File: config.mk
export PLATFORM = sky130hd
export DESIGN_NAME = instr_fetch
export DESIGN_NICKNAME = d
export VERILOG_FILES = /design/src/rtl/instr_fetch.sv
export SDC_FILE = /design/constraint.sdc
export NUM_CORES = 1
export LEC_CHECK = 0
export ABC_AREA = 1
export BUFFER_PORTS_ARGS = -buffer_cell sky130_fd_sc_hd__buf_2
export CORE_MARGIN = 5
export CORE_UTILIZATION = 45
export CTS_CLUSTER_SIZE = 16
export DETAILED_ROUTE_END_ITERATION = 8
export PLACE_DENSITY = 0.76
export SLEW_MARGIN = 20
export SYNTH_ARGS = -nofsm -noshare
export SYNTH_HDL_FRONTEND = slang
export SYNTH_SLANG_ARGS = --single-unit
File: constraint.sdc
create_clock -name clk -period 1.3 [get_ports clk]
set_clock_uncertainty 0.05 [all_clocks]
set_input_delay 0.065 -clock clk [delete_from_list [all_inputs] [get_ports clk]]
set_output_delay 0.065 -clock clk [all_outputs]
set_load 0.01 [all_outputs]
File: src/rtl/instr_fetch.sv
// PC owner and instruction fetcher: one registered word read per fetch_en, result latched into instr; waits on imem_ready.
// Optional WAIT-state timeout enabled by defining FETCH_TIMEOUT_EN (fault, no instr_valid, pc unchanged).
module instr_fetch #(
   parameter logic [31:0] RESET_PC       = 32'h0000_0000,
   parameter int unsigned TIMEOUT_CYCLES = 255
) (
   input  logic        clk,
   input  logic        rst_n,
   input  logic        fetch_en,
   input  logic        pc_load,
   input  logic [31:0] pc_next,
   input  logic        fault_clr,
   output logic        imem_req,
   output logic [31:0] imem_addr,
   input  logic        imem_ready,
   input  logic [31:0] imem_rdata,
   output logic [31:0] instr,
   output logic [6:0]  op,
   output logic [31:0] pc,
   output logic [31:0] old_pc,
   output logic        instr_valid,
   output logic        busy,
   output logic        fault
);

   localparam logic [31:0] NOP = 32'h0000_0013;

   typedef enum logic {S_IDLE, S_WAIT} state_t;

   state_t      r_state, w_state_nxt;
   logic [31:0] r_pc, w_pc_nxt;
   logic [31:0] r_old_pc, w_old_pc_nxt;
   logic [31:0] r_addr, w_addr_nxt;
   logic [31:0] r_instr, w_instr_nxt;
   logic        r_req, w_req_nxt;
   logic        r_vld, w_vld_nxt;
   logic        r_fault, w_fault_set;
   logic        w_timeout;

`ifdef FETCH_TIMEOUT_EN
   localparam logic [15:0] TO_LAST = 16'(TIMEOUT_CYCLES - 1);
   logic [15:0] r_to_cnt;

   // Counts completed WAIT cycles without ready; IDLE keeps it cleared so every fetch starts at zero.
   always_ff @(posedge clk or negedge rst_n) begin
      if (!rst_n)
         r_to_cnt <= '0;
      else if (r_state == S_IDLE)
         r_to_cnt <= '0;
      else if (!imem_ready)
         r_to_cnt <= r_to_cnt + 16'd1;
   end

   assign w_timeout = (r_state == S_WAIT) && !imem_ready && (r_to_cnt == TO_LAST);
`else
   logic w_unused_cfg;
   assign w_unused_cfg = ^TIMEOUT_CYCLES;
   assign w_timeout    = 1'b0;
`endif

   always_ff @(posedge clk or negedge rst_n) begin
      if (!rst_n)
         r_state <= S_IDLE;
      else
         r_state <= w_state_nxt;
   end

   always_comb begin
      w_state_nxt  = r_state;
      w_pc_nxt     = r_pc;
      w_old_pc_nxt = r_old_pc;
      w_addr_nxt   = r_addr;
      w_instr_nxt  = r_instr;
      w_req_nxt    = r_req;
      w_vld_nxt    = 1'b0;
      w_fault_set  = 1'b0;
      case (r_state)
         S_IDLE: begin
            if (fetch_en) begin
               if (r_pc[1:0] == 2'b00) begin
                  w_req_nxt   = 1'b1;
                  w_addr_nxt  = r_pc;
                  w_state_nxt = S_WAIT;
               end else begin
                  w_fault_set = 1'b1;
               end
            end
         end
         S_WAIT: begin
            if (imem_ready) begin
               w_instr_nxt  = imem_rdata;
               w_old_pc_nxt = r_addr;
               w_pc_nxt     = r_addr + 32'd4;
               w_req_nxt    = 1'b0;
               w_vld_nxt    = 1'b1;
               w_state_nxt  = S_IDLE;
            end else if (w_timeout) begin
               w_req_nxt   = 1'b0;
               w_fault_set = 1'b1;
               w_state_nxt = S_IDLE;
            end
         end
         default: w_state_nxt = S_IDLE;
      endcase
      // A redirect overrides the sequential +4, but the in-flight address is untouched.
      if (pc_load)
         w_pc_nxt = pc_next;
   end

   always_ff @(posedge clk or negedge rst_n) begin
      if (!rst_n) begin
         r_pc     <= RESET_PC;
         r_old_pc <= RESET_PC;
         r_addr   <= RESET_PC;
         r_instr  <= NOP;
         r_req    <= 1'b0;
         r_vld    <= 1'b0;
         r_fault  <= 1'b0;
      end else begin
         r_pc     <= w_pc_nxt;
         r_old_pc <= w_old_pc_nxt;
         r_addr   <= w_addr_nxt;
         r_instr  <= w_instr_nxt;
         r_req    <= w_req_nxt;
         r_vld    <= w_vld_nxt;
         r_fault  <= w_fault_set | (r_fault & ~fault_clr);
      end
   end

   assign imem_req    = r_req;
   assign imem_addr   = r_addr;
   assign instr       = r_instr;
   assign op          = r_instr[6:0];
   assign pc          = r_pc;
   assign old_pc      = r_old_pc;
   assign instr_valid = r_vld;
   assign busy        = (r_state == S_WAIT);
   assign fault       = r_fault;

endmodule

==> flow_summary.yaml <==
outcome:
  status: "complete, but fails checks"
  failed_checks: "setup timing"
sta:
  maxSlewViolCount: 0
  worst_slack_ps: -183
  finalSetupTns_ps: -3160
  slew-limit-headroom_pct: 72.5
  rsz0062_at_grt: "true"
  hold_viol: 0
  setup_viol: 25
  fmax_mhz: 674
  tightest_slew_ps: 413
  fin_crit_sh_pct: 114
  fin_crit_ps: 1480
detailed_routing:
  drt_wl_total_microns: 21100
  drt-vias-per-instance: 5.07
  drtIter0Drc: 535
  wl_per_cell_microns: 16.6
  drc_errors: 0
  first_pass_iters: 5
  ant_nets: 0
  dr_total_vias: 6445
worst_setup_path:
  critical_path_arrival_ps: 1780
  crit_path_end_kind: "flip-flop"
  rr_startpoint: "imem_addr[4]$_DFFE_PN0P_"
  critPathKind: "flip-flop to flip-flop"
  cp.required_ps: 1600
  startpoint: "imem_addr[4]$_DFFE_PN0P_"
  cp-start-kind: "flip-flop"
  worstPathMaxFanout: 5
global_route:
  track_usage_pct: 25.9
  grt_max_degree: 79
  grt-ovfl-total: 0
  first_global_vias: 6222
  antenna_found_initial: 0
  grt_pass1_wl_microns: 32400
floorplanning:
  io_pins: 209
  die_h_microns: 126
  core_sq_um: 13200
  rows: 42
  dieArea_sq_um: 15800
  start_util_pct: 45.5
  die_x_microns: 126
pwr:
  power.net_switching_mw: 6.58
  power.internal_mw: 11.5
  ir_worst_vdd_v: 0.000913
  p_per_area_nw_per_um2: 1930
  switching_share_pct: 36.4
  p_seq_share_pct: 36.1
  p_leak_nw: 4.88
  pwr-share-comb_pct: 36.8
  power_mw: 18.1
  clock_power_share_pct: 27.1
layout:
  layout_common_cells: "nand2_1, buf_2, dfrtp_1"
  antenna_cells: 0
  final_cells: 1272
  drive_above_1_share_pct: 36.3
  nets: 1154
  area_growth_pct: 56.1
  final_common_cell: "nand2_1"
  final_cell_area_sq_um: 9380
  n_fill_cell: 920
clock_tree:
  clk_pin_slew_ps: 60
  cts_inserted_buffers: 17
  clockBufferDepth: 2
  clock_latency_ps: 420
  cts_tree: "built"
  htree_levels: 4
  clock_sinks: 132
  cts-root-buf: "clkbuf_16"
logic_synthesis:
  yosysTopAreaCell: "dfrtp_1"
  ys_top_cells_by_area: "dfrtp_1, nand2_1, o21ai_0"
  yosysSeqAreaShare_pct: 55.1
  synth_area_sq_um: 6010
  yosysWarnings: 0
  synth_cell_type_count: 25
  ys_ff_latch: 132
  syn_nets: 821
  synth_cells: 750
  synth.avg_cell_area_sq_um: 8.01
  yosysTopAreaCellShare_pct: 53.8
placement:
  dp_hpwl_microns: 13800
  placed_area_sq_um: 7660
  place_ws_ps: -173
  place_inst: 1156
  finalWeightedCongestion: 0.897
  io_buffers: 208
hold_path:
  hold_path.class: "input pin to async pin"
flow_run:
  maxCapViolations: 0
what timing repair did:
item / in CTS / in global routing
hold endpoints to repair: 195 / 0
hold buffers: 68 / 0
gates resized for setup: 47 / 44
endpoints found under the setup margin: 26 / 61
pin swaps: 17 / 9
buffers inserted: 10 / 7
layout make-up:
type	instances	area [sq um]	share of cell area, %
Sequential cell	132	3320	35.4
Multi-Input combinational cell	504	2490	26.5
Timing Repair Buffer	349	2440	26.0
Clock buffer	22	474	5.06
Inverter	79	308	3.28
Tap cell	176	220	2.35
Clock inverter	10	130	1.39
synth_stat cells (all sizes together):
master  number
clkinv       1
o21ai       90
inv         78
and2         2
xor2         1
o32ai        1
dfstp        3
nand2      306
o21bai       3
dfrtp      129
o221ai       1
nor2        46
nand3       46
o311ai       1
buf         23
ha           1
clkbuf      12
o211ai       6
worst max-delay path, stage by stage, from the launching register on:
cell,delay (ps)
dfrtp_2,440
nand2_2,100
nor2_4,150
buf_6,120
nand2_4,70
nor2_4,200
nand2_1,70
nand2_1,80
nand3_2,70
nand2_1,60
routing by layer:
metal	share of wire [%]	track usage [%]	up-vias	routed length (microns)
met2	47	41.4	379	9970
met5	0	0	-	0
met4	3.5	10.5	0	731
li1	-	-	3003	-
met3	8.4	6.18	68	1770
met1	41	34.3	2995	8640
flip-flops by register name, indices dropped and copies added (netlist names):
signal and count:
busy 1, fault 1, imem_addr 32, imem_req 1, instr 32, instr_valid 1
old_pc 32, pc 32
worst paths after layout:
path                       depth (start not counted)  slack, ps                    end
setup / recovery                                   9       -180     pc[25]$_DFFE_PN0P_
max in group asynchronous                          3        570   instr[4]$_DFFE_PN1P_
min in group clk                                   4        110     pc[16]$_DFFE_PN0P_
hold / removal                                     2         80     pc[10]$_DFFE_PN0P_
hold reg to reg                                    2        420  instr[17]$_DFFE_PN0P_
setup reg to reg                                   9       -180     pc[25]$_DFFE_PN0P_
power groups by stage:
stage / clock, mW / sequential, mW / combinational (mW)
3_5_place_dp: 0 / 6.48 / 5.87
4_1_cts: 4.94 / 6.45 / 6.34
3_3_place_gp: 0 / 6.43 / 5.78
5_1_grt: 5.14 / 6.68 / 7.25
6_report: 4.90 / 6.53 / 6.66
2_1_floorplan: 0 / 7.19 / 1.97
per-stage QoR:
step / hold WS, ps / utilization, %
6_report: 84.9 / 71.1
3_5_place_dp: -40.6 / 58.1
3_3_place_gp: -44.1 / 58.1
2_1_floorplan: -281 / -
5_1_grt: 112 / 71.1
4_1_cts: 84.6 / 69.6
logic make-up after synthesis:
logic type | Yosys count | share of synthesized area, %
AOI/OAI and AO/OA | 102 | 9.06
xor gates and xnor gates | 1 | 0.146
and+or+nand+nor | 400 | 27.4
adders and majority gates | 1 | 0.208
buffers and inverters | 114 | 8.10
DFF | 132 | 55.1
Power figures use the tool's default switching activity.
